**config.mk**
```make
export PLATFORM = sky130hd
export DESIGN_NAME = lsu_mem_bridge
export DESIGN_NICKNAME = d
export VERILOG_FILES = /design/src/rtl/lsu_mem_bridge.sv
export SDC_FILE = /design/constraint.sdc
export NUM_CORES = 1
export LEC_CHECK = 0
export ABC_AREA = 1
export BUFFER_PORTS_ARGS = -buffer_cell sky130_fd_sc_hd__buf_2
export CORE_MARGIN = 8
export CORE_UTILIZATION = 25
export DETAILED_ROUTE_END_ITERATION = 8
export PLACE_DENSITY = 0.53
export SLEW_MARGIN = 30
export SYNTH_ARGS = -nofsm -noshare
export SYNTH_HDL_FRONTEND = slang
export SYNTH_SLANG_ARGS = --single-unit
```
**constraint.sdc**
```tcl
create_clock -name clk -period 3.5 [get_ports clk]
set_input_delay 0.525 -clock clk [delete_from_list [all_inputs] [get_ports clk]]
set_output_delay 0.525 -clock clk [all_outputs]
set_load 0.03 [all_outputs]
```
**src/rtl/lsu_mem_bridge.sv**
```systemverilog
// Load/store bridge between the RV32 memory stage and a word-organised data RAM.
// Optional response timeout in ISSUE/WAIT is enabled by defining LSU_TIMEOUT_EN.
module lsu_mem_bridge #(
  parameter int unsigned TIMEOUT_CYCLES = 255
) (
  input  logic        clk,
  input  logic        rst,
  input  logic        req_valid,
  output logic        req_ready,
  input  logic        req_we,
  input  logic [2:0]  req_funct3,
  input  logic [31:0] req_addr,
  input  logic [31:0] req_wdata,
  output logic        rsp_valid,
  output logic [31:0] rsp_rdata,
  output logic        rsp_err,
  output logic        mem_req,
  input  logic        mem_gnt,
  output logic        mem_we,
  output logic [29:0] mem_addr,
  output logic [3:0]  mem_be,
  output logic [31:0] mem_wdata,
  input  logic        mem_rvalid,
  input  logic [31:0] mem_rdata
);

  typedef enum logic [1:0] {IDLE, ISSUE, WAIT, RESP} state_t;

  state_t      state_reg, state_next;
  logic        we_reg;
  logic [2:0]  funct3_reg;
  logic [1:0]  off_reg;
  logic [29:0] mem_addr_reg;
  logic [3:0]  mem_be_reg;
  logic [31:0] mem_wdata_reg;
  logic [31:0] rsp_rdata_reg;
  logic        rsp_err_reg;

  logic        req_illegal;
  logic [3:0]  be_next;
  logic [31:0] wdata_next;
  logic [31:0] shifted;
  logic [31:0] load_data;
  logic        timeout;

  // Width/alignment legality of the incoming request
  always_comb begin
    req_illegal = 1'b1;
    case (req_funct3)
      3'b000:  req_illegal = 1'b0;
      3'b100:  req_illegal = req_we;
      3'b001:  req_illegal = req_addr[0];
      3'b101:  req_illegal = req_we | req_addr[0];
      3'b010:  req_illegal = |req_addr[1:0];
      default: req_illegal = 1'b1;
    endcase
  end

  always_comb begin
    be_next    = 4'b1111;
    wdata_next = req_wdata;
    case (req_funct3[1:0])
      2'b00: begin
        be_next    = 4'b0001 << req_addr[1:0];
        wdata_next = {4{req_wdata[7:0]}};
      end
      2'b01: begin
        be_next    = 4'b0011 << req_addr[1:0];
        wdata_next = {2{req_wdata[15:0]}};
      end
      default: begin
        be_next    = 4'b1111;
        wdata_next = req_wdata;
      end
    endcase
  end

  assign shifted = mem_rdata >> {off_reg, 3'b000};

  always_comb begin
    load_data = mem_rdata;
    case (funct3_reg)
      3'b000:  load_data = {{24{shifted[7]}}, shifted[7:0]};
      3'b100:  load_data = {24'd0, shifted[7:0]};
      3'b001:  load_data = {{16{shifted[15]}}, shifted[15:0]};
      3'b101:  load_data = {16'd0, shifted[15:0]};
      default: load_data = mem_rdata;
    endcase
  end

`ifdef LSU_TIMEOUT_EN
  localparam int unsigned CNT_W = $clog2(TIMEOUT_CYCLES + 1);
  logic [CNT_W-1:0] cnt_reg;

  // Counter restarts whenever ISSUE or WAIT is (re)entered
  always_ff @(posedge clk or posedge rst) begin
    if (rst)
      cnt_reg <= '0;
    else if ((state_reg == ISSUE || state_reg == WAIT) && state_next == state_reg)
      cnt_reg <= cnt_reg + 1'b1;
    else
      cnt_reg <= '0;
  end

  assign timeout = (cnt_reg == CNT_W'(TIMEOUT_CYCLES - 1));
`else
  assign timeout = 1'b0;
`endif

  always_ff @(posedge clk or posedge rst) begin
    if (rst)
      state_reg <= IDLE;
    else
      state_reg <= state_next;
  end

  always_comb begin
    state_next = state_reg;
    case (state_reg)
      IDLE:
        if (req_valid)
          state_next = req_illegal ? RESP : ISSUE;
      ISSUE:
        if (mem_gnt)
          state_next = we_reg ? RESP : WAIT;
        else if (timeout)
          state_next = RESP;
      WAIT:
        if (mem_rvalid || timeout)
          state_next = RESP;
      RESP:
        state_next = IDLE;
      default:
        state_next = IDLE;
    endcase
  end

  always_comb begin
    req_ready = 1'b0;
    mem_req   = 1'b0;
    mem_we    = 1'b0;
    rsp_valid = 1'b0;
    case (state_reg)
      IDLE:  req_ready = 1'b1;
      ISSUE: begin
        mem_req = 1'b1;
        mem_we  = we_reg;
      end
      RESP:  rsp_valid = 1'b1;
      default: ;
    endcase
  end

  // Request capture and response data; response fields hold until the next RESP
  always_ff @(posedge clk or posedge rst) begin
    if (rst) begin
      we_reg        <= 1'b0;
      funct3_reg    <= 3'd0;
      off_reg       <= 2'd0;
      mem_addr_reg  <= 30'd0;
      mem_be_reg    <= 4'd0;
      mem_wdata_reg <= 32'd0;
      rsp_rdata_reg <= 32'd0;
      rsp_err_reg   <= 1'b0;
    end else begin
      case (state_reg)
        IDLE:
          if (req_valid) begin
            we_reg        <= req_we;
            funct3_reg    <= req_funct3;
            off_reg       <= req_addr[1:0];
            mem_addr_reg  <= req_addr[31:2];
            mem_be_reg    <= be_next;
            mem_wdata_reg <= wdata_next;
            if (req_illegal) begin
              rsp_err_reg   <= 1'b1;
              rsp_rdata_reg <= 32'd0;
            end
          end
        ISSUE:
          if (mem_gnt) begin
            if (we_reg) begin
              rsp_err_reg   <= 1'b0;
              rsp_rdata_reg <= 32'd0;
            end
          end else if (timeout) begin
            rsp_err_reg   <= 1'b1;
            rsp_rdata_reg <= 32'd0;
          end
        WAIT:
          if (mem_rvalid) begin
            rsp_err_reg   <= 1'b0;
            rsp_rdata_reg <= load_data;
          end else if (timeout) begin
            rsp_err_reg   <= 1'b1;
            rsp_rdata_reg <= 32'd0;
          end
        default: ;
      endcase
    end
  end

  assign mem_addr  = mem_addr_reg;
  assign mem_be    = mem_be_reg;
  assign mem_wdata = mem_wdata_reg;
  assign rsp_rdata = rsp_rdata_reg;
  assign rsp_err   = rsp_err_reg;

endmodule

```
# [Word level (Yosys, flattened, before mapping)]
# Index checks and enable logic that the tools add are counted.
[totals] inputBits=105 word_cells=64 reg_bits=107
[classes] n_shift=3 bitwise=1 n_eq_ne=16 n_reduce_logical=9 n_mux=26
[ops] op="$mux 32" count=5
[ops] op="$pmux 32 s4" count=1
[ops] op="$pmux 32 s3" count=1
[ops] op="$pmux 32 s2" count=1
[ops] op="$shr 32x5->16" count=1
[ops] op="$eq 3x3->1 const B" count=4
[ops] op="$mux 1" count=10
[ops] op="$ne 2x2->1 const B" count=5
[ops] op="$mux 2" count=4
[ops] op="$pmux 2 s4" count=1
[ops] op="$pmux 4 s2" count=1
[ops] op="$eq 3x1->1 const B" count=2
[ops] op="$logic_not 3->1" count=2
[ops] op="$reduce_and 6->1" count=1
[ops] op="$pmux 1 s5" count=1
[ops] op="$eq 2x1->1 const B" count=2
[ops] op="$eq 2x2->1 const B" count=2
[ops] op="$logic_not 2->1" count=2
[ops] op="$shl 1x2->4 const A" count=1
[ops] op="$shl 2x2->4 const A" count=1
[ops] op="$eq 3x2->1 const B" count=1
[ops] op="$pmux 1 s3" count=1
[ops] op="$reduce_and 3->1" count=1
[ops] op="$reduce_bool 3->1" count=1
[ops] op="other kinds (3)" count=3

# [Logic depth before layout (Yosys ltp)]
[depth] depth_word=5 depth_mapped=12 depth_no_buf=10

# [Worst setup path before layout]
# No wires, ideal clock.
[synth_timing] path_type="register to register" startpoint="register state_reg[0]" endpoint="register rsp_rdata_reg[1] (netlist: rsp_rdata[1])" path_buffers=1 setup_ns=0.127 t_required_ns=3.373 setup_slack_ns=1.639 path_stages_with_launch=12 t_arrival_ns=1.733 path_cell_list="dfrtp_1 inv_1 ha_1 nand2_1 nand2_1 nor2_8 nand3_4 nor2_8 inv_4 buf_6 nand2_1 o21ai_0"
[synth_via] elab_chain_len=3 elab_cells_between_ends=11
[synth_rtl] element="start: declaration" line="29" source="state_t state_reg, state_next;"
[synth_rtl] element="start signal: assignment" line="114" source="state_reg <= state_next;"
[synth_rtl] element="$eq 2x1->1, or another cell as far along" line="166" source="case (state_reg)"
[synth_rtl] element="$ne 2x2->1 (no line) or $reduce_bool 3->1 (tied branches)"
[synth_rtl] element="$reduce_and 6->1 (no line)"
[synth_rtl] element="end signal: assignment" line="193" source="rsp_rdata_reg <= load_data;"
[synth_rtl] element="end: declaration" line="36" source="logic [31:0] rsp_rdata_reg;"
# Several ways; a longest one is shown, not always the timed one.
# A chain may end at the register's enable or synchronous reset.

# [Final worst setup path]
[layout_timing] startpoint="register off_reg[0]" endpoint="register rsp_rdata_reg[2] (netlist: rsp_rdata[2])"
[layout_via] elab_chain_len=4
[layout_rtl] element="start: declaration" line="32" source="logic [1:0] off_reg;"
[layout_rtl] element="start signal: assignment" line="171" source="off_reg <= req_addr[1:0];"
[layout_rtl] element="$shr 32x5->16" line="78" source="assign shifted = mem_rdata >> {off_reg, 3'b000};"
[layout_rtl] element="$pmux 32 s4" line="82" source="case (funct3_reg)"
[layout_rtl] element="$mux 32" line="191" source="if (mem_rvalid) begin"
[layout_rtl] element="$pmux 32 s3" line="166"
# Every way passes these cells. The select of a mux whose other input is x is not followed.

==> results_dict.tcl <==
set metrics [dict create \
    clockRootBuffer "clkbuf_16" \
    place_area_sq_mm 0.00639 \
    syn_nets 755 \
    die_w_um 160 \
    fin_area_sq_mm 0.00666 \
    clk_latency_ns 0.35 \
    placedCellCount 1095 \
    synth_top_area_share_pct 52.0 \
    nFillCells 2184 \
    arrival_ns 2.45 \
    postRouteAntennaNets 0 \
    fin_hold_ws_ns 0.301 \
    die_height_um 160 \
    hpwl_um 13700 \
    post-route-util_pct 32.9 \
    power_density_mw_per_mm2 966 \
    overflow 0 \
    rsz0062_at_grt "false" \
    layoutNonFillerInstCount 1111 \
    grt_first_pass_wirelength_um 29100 \
    via_per_inst 4.42 \
    fin_setup_tns_ns 0 \
    drive_gt1_share_pct 30.3 \
    finClkSkew_ns 0.00607 \
    post-route-period-util_pct 63.3 \
    areaGrowthSynthToFinish_pct 29.3 \
    grt_pass1_vias 5193 \
    synth-edff-count 0 \
    core_sq_mm 0.0202 \
    power.leakage_nw 3.68 \
    crit_type "reg -> reg" \
    setup_viol 0 \
    initial_core_util_pct 25.5 \
    tightest_slew_ns 0.807 \
    final-hold-violation-count 0 \
    syn_inst 645 \
    synthTopCellsByArea "dfrtp_1, nand2_1, o21ai_0" \
    dr.pass1.iters 5 \
    drc 0 \
    yosys.cell_count.top_type "nand2_1" \
    ys_seq_elements 107 \
    design.die.area_sq_mm 0.0255 \
    cts.sinks 107 \
    dr.first_iter.drc_count 255 \
    vias 4912 \
    synth_area_leader_cell "dfrtp_1" \
    cts_hold_buf 0 \
    cp-start-kind "flip-flop" \
    postCtsSetupRepairBufs 0 \
    hp-class "in -> async" \
    grt_use_total_pct 14.2 \
    yosys_warnings 0 \
    path_max_fanout 19 \
    path_clk_slew_ns 0.07 \
    postSynth.asyncResetShare_pct 100 \
    drt_wl_total_um 18100 \
    gp_congestion 0.807 \
    max-cap-violations 0 \
    synthFlopType "dfrtp_1" \
    pin_count 208 \
    synth_area_sq_mm 0.00515 \
    ir_worst_vdd_v 0.000415 \
    fmax_ghz 0.452 \
    setup.worst_path.end_class "flip-flop" \
    synth_seq_area_share_pct 52.0 \
    synth_area_per_cell_sq_um 7.99 \
    finalMaxSlewViolations 0 \
    cp.required_ns 3.73 \
    finalCriticalPeriod_ns 2.21 \
    portBuffers 207 \
    clk_path_buf_depth 2 \
    status "complete, no violations" \
    antenna_found_initial 0 \
    ys_types 33 \
    cts_tree "built" \
    cts_max_level 3 \
    ys_top_cells_by_count "nand2_1, dfrtp_1, o21ai_0, nand3_1, nor2_1" \
    rows 52 \
    numCtsBuffers 9 \
    wire_per_inst_um 16.2 \
    grt_max_degree 66 \
    nets 946 \
    cts-resized-gates 0 \
    slew_headroom_pct 46.2 \
    antennaDiodeCount 0 \
]
## power breakdown
part | total (mW) | internal, mW | switching (mW)
registers | 2.12 | 1.74 | 0.374
logic | 3.34 | 0.934 | 2.41
clock network | 0.975 | 0.486 | 0.489
total | 6.44 | 3.16 | 3.27
## layout make-up
class / instances / area (sq um) / area share [%]
Timing Repair Buffer: 210 / 1070 / 16.1
Clock buffer: 10 / 229 / 3.44
Tap cell: 270 / 338 / 5.07
Sequential cell: 107 / 2680 / 40.2
Multi-Input combinational cell: 476 / 2180 / 32.7
Inverter: 32 / 126 / 1.90
Clock inverter: 6 / 40.0 / 0.601
## kinds of logic after synthesis
family,share of synthesized area [%]
buffers and inverters,5.73
flip-flops,52.0
AND/OR/NAND/NOR,31.5
AO/OA/AOI/OAI,9.57
adder cells (fa/ha/maj),1.21
## final timing paths
check / to / slack, ns / depth (start not counted) / startpoint
max: rsp_rdata[2]$_DFFE_PP0P_ / 1.29 / 5 / off_reg[0]$_DFFE_PP0P_
min: mem_addr[0]$_DFFE_PP0P_ / 0.30 / 2 / rst
max reg2reg: rsp_rdata[2]$_DFFE_PP0P_ / 1.29 / 5 / off_reg[0]$_DFFE_PP0P_
min reg2reg: mem_addr[3]$_DFFE_PP0P_ / 0.47 / 2 / mem_addr[3]$_DFFE_PP0P_
max in group asynchronous: we_reg$_DFFE_PP0P_ / 2.44 / 3 / rst
min in group clk: mem_addr[22]$_DFFE_PP0P_ / 0.36 / 3 / req_addr[24]
## cell usage in the layout, fill, tap and decap left out, drive strengths merged, types with 2 or more instances in the layout
| cell | count |
|---|---|
| clkbuf | 10 |
| clkinv | 4 |
| or2 | 8 |
| dfrtp | 107 |
| inv | 33 |
| nor3 | 2 |
| o2111ai | 6 |
| o21ai | 54 |
| a21oi | 18 |
| ha | 5 |
| a31oi | 8 |
| nand3 | 50 |
| nand2 | 285 |
| nor2 | 36 |
| buf | 210 |
## critical path: stages, from the launching register on
cell and delay [ns]:
dfrtp_1 0.80, nor2_4 0.15, nor2_1 0.56, o2111ai_1 0.34
o21ai_0 0.15, o21ai_0 0.10
## through the flow
| step | worst slack [ns] | power, mW |
|---|---|---|
| 2_1_floorplan | 0.158 | 4.56 |
| 3_3_place_gp | 1.22 | 5.52 |
| 3_5_place_dp | 1.17 | 5.55 |
| 4_1_cts | 1.27 | 6.55 |
| 5_1_grt | 1.04 | 6.95 |
| 6_report | 1.29 | 6.44 |
## routing by layer
metal | vias up | global-route usage (%) | share of wire (%)
li1 | 2449 | - | -
met1 | 2265 | 18.5 | 46
met2 | 187 | 21.4 | 44
met3 | 11 | 5.33 | 9.2
met4 | 0 | 4.20 | 1.1
met5 | - | 0 | 0
Power figures use the tool's default switching activity.
